==> src/rtl/data_reg_pkg.sv <==
// Shared definitions for the general-purpose register file:
// default geometry, the data word type and the address-width helper.
package data_reg_pkg;

    localparam int DEFAULT_WIDTH = 32'sd16;
    localparam int DEFAULT_DEPTH = 32'sd16;

    typedef logic [DEFAULT_WIDTH-1:0] data_word_t;

    // Ceiling log2, used to size addresses from a register count.
    function automatic int clog2(input int value);
        int result;
        result = 32'sd0;
        for (int v = value - 32'sd1; v > 32'sd0; v = v >>> 32'sd1) begin
            result = result + 32'sd1;
        end
        return result;
    endfunction

endpackage

==> src/rtl/data_reg_word.sv <==
// One register of the file: synchronous active-high reset and a load enable.
// Reset wins over load so a write coinciding with reset is dropped.
module data_reg_word
    import data_reg_pkg::*;
#(
    parameter int WIDTH = DEFAULT_WIDTH
) (
    input  logic             clock,
    input  logic             reset,
    input  logic             load,
    input  logic [WIDTH-1:0] d,
    output logic [WIDTH-1:0] q
);

    logic [WIDTH-1:0] q_r;

    // Storage flop: clear on reset, capture d when loaded, otherwise hold.
    always_ff @(posedge clock) begin
        if (reset) begin
            q_r <= '0;
        end else if (load) begin
            q_r <= d;
        end else begin
            q_r <= q_r;
        end
    end

    assign q = q_r;

endmodule

==> src/rtl/data_reg_file.sv <==
// General-purpose register file: one synchronous write port, two registered
// read ports, optional hardwired-zero register 0.
// Optional feature: define DATA_REG_FILE_BYPASS_EN to forward a same-edge
// write to a read port addressing the same register; otherwise reads on that
// edge return the old contents (read-before-write).
module data_reg_file
    import data_reg_pkg::*;
#(
    parameter int   WIDTH    = DEFAULT_WIDTH,
    parameter int   DEPTH    = DEFAULT_DEPTH,
    parameter bit   ZERO_REG = 1'b1,
    localparam int  ADDR_W   = clog2(DEPTH)
) (
    input  logic              clock,
    input  logic              reset,
    input  logic              wr_en,
    input  logic [ADDR_W-1:0] wr_addr,
    input  logic [WIDTH-1:0]  wr_data,
    input  logic [ADDR_W-1:0] rd_addr_a,
    input  logic [ADDR_W-1:0] rd_addr_b,
    output logic [WIDTH-1:0]  rd_data_a,
    output logic [WIDTH-1:0]  rd_data_b
);

    // One past the highest legal address, one bit wider so DEPTH itself fits.
    localparam logic [ADDR_W:0] DEPTH_LIM = (ADDR_W + 1)'(DEPTH);

    logic [DEPTH-1:0][WIDTH-1:0] word_q_s;
    logic [DEPTH-1:0]            load_s;
    logic                        wr_in_range_s;
    logic                        wr_masked_s;
    logic                        wr_ok_s;
    logic [WIDTH-1:0]            rd_mux_a_s;
    logic [WIDTH-1:0]            rd_mux_b_s;
    logic                        byp_a_s;
    logic                        byp_b_s;
    logic [WIDTH-1:0]            rd_a_r;
    logic [WIDTH-1:0]            rd_b_r;

    // AND-OR read mux: an address matching no instantiated word yields zero,
    // which covers out-of-range addresses on non power-of-two depths.
    function automatic logic [WIDTH-1:0] read_mux(
        input logic [ADDR_W-1:0]             addr,
        input logic [DEPTH-1:0][WIDTH-1:0]   words
    );
        logic [WIDTH-1:0] result;
        result = '0;
        for (int i = 0; i < DEPTH; i++) begin
            result = result | (words[i] & {WIDTH{addr == ADDR_W'(i)}});
        end
        return result;
    endfunction

    // A write takes effect only for in-range addresses and never for the
    // hardwired-zero register.
    assign wr_in_range_s = ({1'b0, wr_addr} < DEPTH_LIM);
    assign wr_masked_s   = ZERO_REG && (wr_addr == '0);
    assign wr_ok_s       = wr_en && wr_in_range_s && !wr_masked_s;

    for (genvar i = 0; i < DEPTH; i++) begin : g_word
        if (ZERO_REG && (i == 32'sd0)) begin : g_zero
            assign load_s[i]   = 1'b0;
            assign word_q_s[i] = '0;
        end else begin : g_reg
            assign load_s[i] = wr_ok_s && (wr_addr == ADDR_W'(i));
            data_reg_word #(
                .WIDTH (WIDTH)
            ) u_word (
                .clock (clock),
                .reset (reset),
                .load  (load_s[i]),
                .d     (wr_data),
                .q     (word_q_s[i])
            );
        end
    end

    // Select stored words for both read ports.
    always_comb begin
        rd_mux_a_s = read_mux(rd_addr_a, word_q_s);
        rd_mux_b_s = read_mux(rd_addr_b, word_q_s);
    end

`ifdef DATA_REG_FILE_BYPASS_EN
    // Each port independently forwards an accepted same-edge write.
    assign byp_a_s = wr_ok_s && (wr_addr == rd_addr_a);
    assign byp_b_s = wr_ok_s && (wr_addr == rd_addr_b);
`else
    assign byp_a_s = 1'b0;
    assign byp_b_s = 1'b0;
`endif

    // Read output registers: cleared by reset, otherwise updated every edge.
    always_ff @(posedge clock) begin
        if (reset) begin
            rd_a_r <= '0;
            rd_b_r <= '0;
        end else begin
            rd_a_r <= byp_a_s ? wr_data : rd_mux_a_s;
            rd_b_r <= byp_b_s ? wr_data : rd_mux_b_s;
        end
    end

    assign rd_data_a = rd_a_r;
    assign rd_data_b = rd_b_r;

endmodule

==> config.mk <==
export PLATFORM = sky130hd
export DESIGN_NAME = data_reg_file
export DESIGN_NICKNAME = d
export VERILOG_FILES = /design/src/rtl/data_reg_pkg.sv /design/src/rtl/data_reg_word.sv /design/src/rtl/data_reg_file.sv
export SDC_FILE = /design/constraint.sdc
export NUM_CORES = 1
export LEC_CHECK = 0
export ABC_AREA = 1
export CAP_MARGIN = 10
export CORE_UTILIZATION = 41
export DETAILED_ROUTE_END_ITERATION = 12
export GPL_TIMING_DRIVEN = 0
export PLACE_DENSITY = 0.59
export SLEW_MARGIN = 20
export SYNTH_ARGS = -nofsm -noshare
export SYNTH_HDL_FRONTEND = slang
export SYNTH_HIERARCHICAL = 1
export SYNTH_SLANG_ARGS = --single-unit
==> constraint.sdc <==
create_clock -name clock -period 1 [get_ports clock]
set_input_delay 0.1 -clock clock [delete_from_list [all_inputs] [get_ports clock]]
set_output_delay 0.1 -clock clock [all_outputs]
set_load 0.02 [all_outputs]
==> results of run 1 <==
## per-layer routing
layer / vias to the layer above / wire length [um] / global-route usage
li1: 8336 / - / -
met1: 8069 / 32100 / 0.512
met2: 721 / 30100 / 0.543
met3: 135 / 5800 / 0.0621
met4: 0 / 3510 / 0.156
met5: - / 0 / 0
## sequential cells by signal, indices dropped and copies added, names as in the netlist
register,cells
rd_data_b,16
rd_data_a,16
g_word.g_reg.u_word/q,240
## tightest hold or removal path: cells and delay by family
kind | cells | cell delay, ps
AND/OR/NAND/NOR | 3 | 130
buffers and inverters | 2 | 440
## timing repair
item | 4_1_cts | 5_1_grt
gates cloned | 1 | 0
endpoints found under the setup margin | 304 | 293
hold endpoints to repair | 0 | 0
buffers inserted | 19 | 2
pin swaps | 178 | 142
gates resized for setup | 852 | 287
## logic make-up (layout without fill, tap and decap cells)
family | Yosys count | after routing | share of synthesized area
simple gates | 1976 | 1976 | 0.514
buf+inv | 437 | 576 | 0.136
flops | 272 | 272 | 0.349
## cell type report
type	count	area, um2	share of cell area
clock buffer	38	842	0.0405
clock inverter	17	272	0.0131
tap	511	639	0.0308
multi-input combinational	1976	10100	0.486
buffer	146	1270	0.0611
inverter	291	1100	0.0529
sequential	272	5760	0.277
timing repair buffer	84	800	0.0385
## power by group through the flow
stage | logic, mW | registers (mW) | clock network, mW
6_report | 3.37 | 11.3 | 12.6
5_1_grt | 3.57 | 11.3 | 13.2
4_1_cts | 3.16 | 11.3 | 12.7
3_5_place_dp | 2.82 | 11.5 | 0
3_3_place_gp | 2.86 | 11.5 | 0
2_1_floorplan | 1.62 | 11.5 | 0
## cell usage in the layout (no fill, tap or decap), types with 3 or more instances in the layout
master	instances
bufinv_16	7
buf_6	96
nand2_2	132
clkinvlp_4	3
dlygate4sd2_1	3
dfxtp_2	164
nor2_1	532
dfxtp_4	30
dfxtp_1	78
buf_2	39
nand2_4	32
nor2_2	111
clkbuf_1	6
nor2_4	96
clkbuf_16	31
nand3_4	3
clkbuf_4	14
clkdlybuf4s15_2	3
nand3_2	114
clkinv_2	7
inv_1	281
nand3_1	285
buf_4	53
clkbuf_2	8
clkbuf_8	6
inv_2	7
nand2_1	671
buf_12	5
## Yosys cell counts
cell type,count,share of area
nor2_4,1,0.00072
nor2_1,701,0.17
inv_2,2,0.00048
nand3_1,402,0.13
buf_4,20,0.0096
nor2_2,37,0.015
buf_6,45,0.032
clkbuf_1,19,0.0046
clkinv_1,2,0.00048
buf_2,60,0.019
dfxtp_1,272,0.35
inv_1,287,0.069
nand2_2,1,0.00040
nand2_1,834,0.20
buf_1,2,0.00048
## worst max path at each step
stage | from | endpoint | slack (ps) | cells after the start
3_5_place_dp | rd_addr_b[0] | rd_data_b[15] | -1440 | 10
3_3_place_gp | reset | g_word[5].g_reg.u_word/q[5] | -1490 | 5
5_1_grt | rd_data_b[1] | rd_data_b[1] | -160 | 1
2_1_floorplan | wr_addr[2] | g_word[4].g_reg.u_word/q[4] | -7 | 8
6_report | g_word[13].g_reg.u_word/q[12] | rd_data_a[12] | -140 | 6
4_1_cts | rd_data_b[11] | rd_data_b[11] | -150 | 1
==> impl_metrics.env, run 1 <==
export IMPL_place_inst=3258
export IMPL_fin_worst_skew_ps=10.2
export IMPL_path_class="register to register"
export IMPL_preCtsSetupSlack_ps=-1440
export IMPL_fillerInstances=3811
export IMPL_max_freq_mhz=878
export IMPL_antenna_cells=0
export IMPL_crit_arrival_ps=1560
export IMPL_p_seq_frac=0.414
export IMPL_fp_row_count=71
export IMPL_io_buffer_count=62
export IMPL_finalHoldViolCount=0
export IMPL_postLayoutCellArea_mm2=0.0208
export IMPL_worstHoldEndpoint="g_word[7].g_reg.u_word/q[1]"
export IMPL_syn_num_nets=2716
export IMPL_slew_headroom=0.193
export IMPL_cts_buffers=31
export IMPL_whs_ps=120
export IMPL_slowest_stage="dfxtp_1"
export IMPL_reg2reg_to="rd_data_a[12]"
export IMPL_ys_types=15
export IMPL_max_stage_delay_ps=330
export IMPL_worst_pin_slew_ps=1210
export IMPL_yosys_warnings=6
export IMPL_synth_area_mm2=0.0156
export IMPL_worstHoldPathCells=5
export IMPL_power_share_clock=0.462
export IMPL_setup_viol=64
export IMPL_report_final_slew_viol_count=0
export IMPL_place_congestion=0.997
export IMPL_postCtsHoldBufs=0
export IMPL_vias=17261
export IMPL_grt_pass1_wl_um=103000
export IMPL_postRouteWirelength_um=71400
export IMPL_grt_max_degree=21
export IMPL_status="complete, but fails checks"
export IMPL_worst_setup_path_end_kind="register"
export IMPL_cts_tree="yes"
export IMPL_cp_required_ps=1420
export IMPL_grt_pass1_vias=15723
export IMPL_peakVddDrop_mv=1.48
export IMPL_rsz0062_at_grt="yes"
export IMPL_cts_buffer_depth=3
export IMPL_r2r_start="g_word[13].g_reg.u_word/q[12]"
export IMPL_period_share=1.14
export IMPL_die_h_um=197
export IMPL_p_leak_nw=9.99
export IMPL_grt_ovfl_total=0
export IMPL_grt_usage=0.363
export IMPL_critical_path_cell_chain="nand2_1 -> nand2_1 -> nor2_4 -> nand2_1 -> nor2_1 -> nor2_2"
export IMPL_dieArea_mm2=0.0388
export IMPL_pwr_share_comb=0.124
export IMPL_ys_seq_area_frac=0.349
export IMPL_startpoint_type="register"
export IMPL_die_w_um=197
export IMPL_drive_above_1_share=0.342
export IMPL_antenna_found_initial=0
export IMPL_cpMostUsedCell="nand2_1"
export IMPL_firstDrtPassIters=6
export IMPL_finalCriticalPeriod_ps=1140
export IMPL_htreeDepth=1
export IMPL_post_route_util=0.553
export IMPL_ant_nets=0
export IMPL_p_total_mw=27.3
export IMPL_dpl_cell_area_mm2=0.0168
export IMPL_drtIter0Drc=1512
export IMPL_synth_seq_cells=272
export IMPL_io_pins=63
export IMPL_p_int_mw=19.8
export IMPL_r2r_slack_ps=-140
export IMPL_hold_path_class="input pin to register"
export IMPL_nets=2833
export IMPL_syn_area_per_cell_um2=5.81
export IMPL_cp_top_family="simple AND/OR/NAND/NOR gates"
export IMPL_root_buffer="clkbuf_16"
export IMPL_tns_ps=-5390
export IMPL_clock_latency_ps=590
export IMPL_violations="negative setup slack"
export IMPL_initial_core_util=0.415
export IMPL_worstHoldStart="wr_data[1]"
export IMPL_routed_via_density=5.18
export IMPL_critPathMaxFanout=3
export IMPL_worst_slack_ps=-139
export IMPL_drv_cap=0
export IMPL_path_buf_inv=0
export IMPL_wl_per_cell_um=21.4
export IMPL_cts_clk_slew_worst_paths_ps=60
export IMPL_stdcell_count=3335
export IMPL_syn_inst=2685
export IMPL_drc=0
export IMPL_reg2regPathDepth=6
export IMPL_p_sw_frac=0.276
export IMPL_powerDensity_mw_per_mm2=1310
export IMPL_dp_hpwl_um=51100
export IMPL_cts_sinks=272
export IMPL_p_sw_mw=7.52
export IMPL_area_growth_pct=33.2
export IMPL_coreArea_mm2=0.0376
Power figures use the tool's default switching activity.
==> run 2: changes to the inputs <==
GPL_TIMING_DRIVEN = default   (was 0)
==> impl_metrics.env, run 2 (synthesized netlist as in run 1, its figures left out) <==
export IMPL_max_freq_mhz=825
export IMPL_fillerInstances=3540
export IMPL_wl_per_cell_um=19.0
export IMPL_nets=2906
export IMPL_met2_usage=0.516
export IMPL_path_class="register to output port"
export IMPL_cp_required_ps=900
export IMPL_slowest_stage="dfxtp_4"
export IMPL_stdcell_count=3408
export IMPL_critPathMaxFanout=1
export IMPL_cts_buffer_depth=3
export IMPL_firstDrtPassIters=6
export IMPL_powerDensity_mw_per_mm2=1260
export IMPL_io_buffer_count=62
export IMPL_crit_arrival_ps=1110
export IMPL_cts_buffers=31
export IMPL_grt_busiest_layer="met2"
export IMPL_layout_commonest_cell="nand2_1"
export IMPL_worst_pin_slew_ps=313
export IMPL_hold_path_class="input pin to register"
export IMPL_antenna_cells=0
export IMPL_area_growth_pct=38.3
export IMPL_largest_register_ffs=240
export IMPL_grt_max_degree=42
export IMPL_tns_ps=-4980
export IMPL_report_final_slew_viol_count=0
export IMPL_worst_setup_path_end_kind="output port"
export IMPL_post_route_util=0.574
export IMPL_status="complete, but fails checks"
export IMPL_cts_tree="yes"
export IMPL_dieArea_mm2=0.0388
export IMPL_io_pins=63
export IMPL_dp_hpwl_um=40900
export IMPL_violations="negative setup slack"
export IMPL_period_share=1.21
export IMPL_rsz0062_at_grt="yes"
export IMPL_routed_via_density=5.21
export IMPL_drv_cap=0
export IMPL_peakVddDrop_mv=1.47
export IMPL_antenna_found_initial=0
export IMPL_startpoint_type="register"
export IMPL_die_w_um=197
export IMPL_grt_ovfl_total=0
export IMPL_critical_path_cell_chain="buf_6"
export IMPL_htreeDepth=1
export IMPL_grtUsageMet1=0.418
export IMPL_grtUsageMet3=0.0473
export IMPL_grt_usage=0.316
export IMPL_setup_viol=43
export IMPL_layout_common_cells="760 x nand2_1, 607 x nor2_1, 289 x nand3_1"
export IMPL_vias=17767
export IMPL_place_inst=3319
export IMPL_cts_sinks=272
export IMPL_root_buffer="clkbuf_16"
export IMPL_cp_top_family="flip-flops"
export IMPL_drc=0
export IMPL_max_stage_delay_ps=400
export IMPL_fp_row_count=71
export IMPL_fin_worst_skew_ps=11.2
export IMPL_worst_slack_ps=-212
export IMPL_die_h_um=197
export IMPL_drive_above_1_share=0.287
export IMPL_cts_clk_slew_worst_paths_ps=70
export IMPL_slew_headroom=0.791
export IMPL_finalCriticalPeriod_ps=1210
export IMPL_finalHoldViolCount=0
export IMPL_path_buf_inv=1
export IMPL_grt_pass1_vias=16240
export IMPL_coreArea_mm2=0.0376
export IMPL_initial_core_util=0.415
export IMPL_place_congestion=0.952
export IMPL_preCtsSetupSlack_ps=-1120
export IMPL_grt_pass1_wl_um=93700
export IMPL_p_leak_nw=10.5
export IMPL_drtIter0Drc=2070
export IMPL_postRouteWirelength_um=64900
export IMPL_ant_nets=0
export IMPL_whs_ps=236
export IMPL_clock_latency_ps=590
## run 2: final cells by class
cell class / count / area (um2) / area share
timing repair buffer: 303 / 3840 / 0.178
clock buffer: 43 / 891 / 0.0413
tap: 511 / 639 / 0.0296
multi-input combinational: 1976 / 9240 / 0.428
clock inverter: 12 / 148 / 0.00685
sequential: 272 / 5710 / 0.265
inverter: 291 / 1100 / 0.0512
## run 2: worst paths after layout
kind	start	end	slack, ps	depth (start not counted)
worst min register to register	g_word[13].g_reg.u_word/q[2]	g_word[13].g_reg.u_word/q[2]	470	2
worst max-delay path	rd_data_b[15]	rd_data_b[15]	-210	1
worst max register to register	g_word[9].g_reg.u_word/q[6]	rd_data_a[6]	-90	7
worst min-delay path	wr_addr[0]	g_word[11].g_reg.u_word/q[13]	240	6
## run 2: report_power, final
part	internal [mW]	switching [mW]
clock	6.95	4.89
combinational	1.56	2.40
sequential	11.0	0.232
## run 2: stage by stage
step                power, mW  instance area (um2)
floorplan                13.1                15600
global placement         14.9                18500
detailed placement       14.9                18500
CTS                      26.9                20500
global route             27.9                21600
finish                   27.1                21600
## run 2: what timing repair did
action | 4_1_cts | 5_1_grt
cloned | 4 | 8
pin swaps | 108 | 172
hold buffers | 1 | 0
hold endpoints to repair | 9 | 0
endpoints found under the setup margin | 64 | 273
gates resized for setup | 463 | 294
buffers inserted | 23 | 13
## run 2: metal layers
layer,up-vias,part of all wire,wire length (um)
met4,0,0.049,3160
met5,-,0,0
met3,202,0.097,6300
met1,8134,0.41,26800
met2,954,0.44,28600
li1,8477,-,-
==> run 3: changes to the inputs <==
ABC_AREA = 0   (was 1)
CORE_UTILIZATION = 40   (was 41)
PLACE_DENSITY = 0.58   (was 0.59)
SLEW_MARGIN = default   (was 20)
==> impl_metrics.env, run 3 <==
export IMPL_status="complete, but fails checks"
export IMPL_violations="negative setup slack"
export IMPL_syn_area_per_cell_um2=9.84
export IMPL_yosys_warnings=6
export IMPL_grt_max_degree=30
export IMPL_critPathMaxFanout=3
export IMPL_p_total_mw=27.0
export IMPL_coreArea_mm2=0.0339
export IMPL_cts_sinks=272
export IMPL_synth_seq_cells=272
export IMPL_ant_nets=0
export IMPL_grt_ovfl_total=0
export IMPL_drive_above_1_share=0.416
export IMPL_largest_register_ffs=240
export IMPL_cts_buffers=31
export IMPL_yosysTopAreaCell="dfxtp_1"
export IMPL_async_flop_share=0
export IMPL_ys_top_cells_by_count="327 x mux2i_1, 272 x dfxtp_1, 270 x nor2_1"
export IMPL_finalCriticalPeriod_ps=1270
export IMPL_startpoint_type="register"
export IMPL_cts_clk_slew_worst_paths_ps=60
export IMPL_area_growth_pct=40.6
export IMPL_grt_usage=0.299
export IMPL_rsz0062_at_grt="yes"
export IMPL_cts_buffer_depth=3
export IMPL_antenna_cells=0
export IMPL_syn_num_nets=1441
export IMPL_dieArea_mm2=0.0354
export IMPL_cp_required_ps=1460
export IMPL_vias=12659
export IMPL_root_buffer="clkbuf_16"
export IMPL_ys_types=61
export IMPL_powerDensity_mw_per_mm2=1390
export IMPL_antenna_found_initial=0
export IMPL_layout_commonest_cell="mux2i_1"
export IMPL_die_h_um=188
export IMPL_syn_inst=1410
export IMPL_firstDrtPassIters=5
export IMPL_p_leak_nw=7.03
export IMPL_die_w_um=188
export IMPL_netlist_area_leader_share=0.393
export IMPL_synth_edff_count=0
export IMPL_fin_worst_skew_ps=11.7
export IMPL_htreeDepth=1
export IMPL_synth_area_leaders="dfxtp_1 39%, mux2i_1 24%, nor2_1 7.3%"
export IMPL_drc=0
export IMPL_ys_seq_area_frac=0.393
export IMPL_synth_area_mm2=0.0139
export IMPL_period_share=1.27
export IMPL_io_buffer_count=62
export IMPL_place_congestion=0.927
export IMPL_wl_per_cell_um=24.9
export IMPL_postRouteWirelength_um=54000
export IMPL_hold_path_class="input pin to register"
export IMPL_peakVddDrop_mv=1.28
export IMPL_grt_pass1_vias=12587
export IMPL_setup_viol=64
export IMPL_cts_tree="yes"
export IMPL_initial_core_util=0.410
export IMPL_path_class="register to register"
export IMPL_dp_hpwl_um=37000
export IMPL_fp_row_count=67
export IMPL_drv_cap=0
export IMPL_whs_ps=187
export IMPL_crit_arrival_ps=1730
export IMPL_grt_pass1_wl_um=80300
export IMPL_layout_common_cells="295 x mux2i_1, 258 x buf_4, 253 x nor2_1"
export IMPL_slew_headroom=0.570
export IMPL_io_pins=63
export IMPL_ys_flop_type="dfxtp_1"
export IMPL_worst_slack_ps=-266
export IMPL_drtIter0Drc=1204
export IMPL_max_freq_mhz=790
export IMPL_clock_latency_ps=570
export IMPL_worst_setup_path_end_kind="register"
export IMPL_synthMostInstantiatedCell="mux2i_1"
export IMPL_nets=1730
export IMPL_worst_pin_slew_ps=643
export IMPL_routed_via_density=5.83
export IMPL_fillerInstances=2951
export IMPL_finalHoldViolCount=0
export IMPL_report_final_slew_viol_count=0
## run 3: cell count changes after synthesis, moves of 27 or more
| cell | previous run | this run |
|---|---|---|
| nor2_1 | 701 | 270 |
| nor2_2 | 37 | 0 |
| a22oi_1 | 0 | 38 |
| inv_1 | 287 | 1 |
| a22o_1 | 0 | 36 |
| nand2_1 | 834 | 24 |
| mux2i_1 | 0 | 327 |
| nand3_1 | 402 | 7 |
| a31oi_1 | 0 | 27 |
## run 3: area by class of cell
cell class                 count  area [um2]  share of cell area
clock inverter                21         319              0.0164
multi-input combinational   1001        8340               0.428
sequential                   272        5600               0.287
inverter                       2        7.51            0.000385
timing repair buffer         391        3840               0.197
tap                          448         561              0.0287
clock buffer                  36         825              0.0423
## run 3: worst paths after layout
kind | start | end | slack, ps | cells past startpoint
worst max-delay path | g_word[11].g_reg.u_word/q[6] | rd_data_a[6] | -270 | 4
worst min-delay path | rd_addr_a[0] | rd_data_a[14] | 190 | 4
worst max register to register | g_word[11].g_reg.u_word/q[6] | rd_data_a[6] | -270 | 4
worst min register to register | g_word[7].g_reg.u_word/q[13] | g_word[7].g_reg.u_word/q[13] | 520 | 2
## run 3: metal layers
metal  global-route usage  vias up  part of all wire
li1                     -     5764                 -
met5                    0        -                 0
met1                0.395     6217              0.43
met4                0.114        0             0.038
met2                0.495      547              0.47
met3               0.0408      131             0.067
## run 3: what timing repair did
action,CTS,global route
endpoints found under the setup margin,304,75
gates resized for setup,385,79
setup buffers,13,5
gates cloned,4,0
pin swaps,61,40
hold buffers,1,0
hold endpoints to repair,9,0
## run 3: cells by family (layout without fill, tap and decap cells)
| kind of cell | after synthesis | in the layout | share of synthesized area |
|---|---|---|---|
| simple gates | 400 | 401 | 0.135 |
| compound gates | 266 | 266 | 0.157 |
| flops | 272 | 272 | 0.393 |
| buf+inv | 138 | 450 | 0.0741 |
| mux | 334 | 334 | 0.242 |
## run 3: power by group
part | leakage (nW) | switching [mW] | internal [mW]
clock network | 0.555 | 4.85 | 7.94
registers | 2.25 | 0.126 | 11.0
logic | 4.22 | 1.77 | 1.37
total | 7.03 | 6.74 | 20.3
## run 3: metrics by stage
stage	TNS, ps	utilization	cell area [um2]	instances	setup slack, ps
finish	-7460	0.576	19500	2171	-266
CTS	-8200	0.566	19200	2166	-235
floorplan	-17430	-	14400	1410	-208
detailed placement	-197830	0.508	17200	2093	-932
global placement	-191810	0.508	17200	2093	-889
global route	-9350	0.576	19500	2171	-280
## run 3: critical path, cell delays in order (launching register included)
cell	delay [ps]
dfxtp_1	400
mux2i_1	120
o2bb2ai_1	170
nand3_1	140
a31oi_4	320
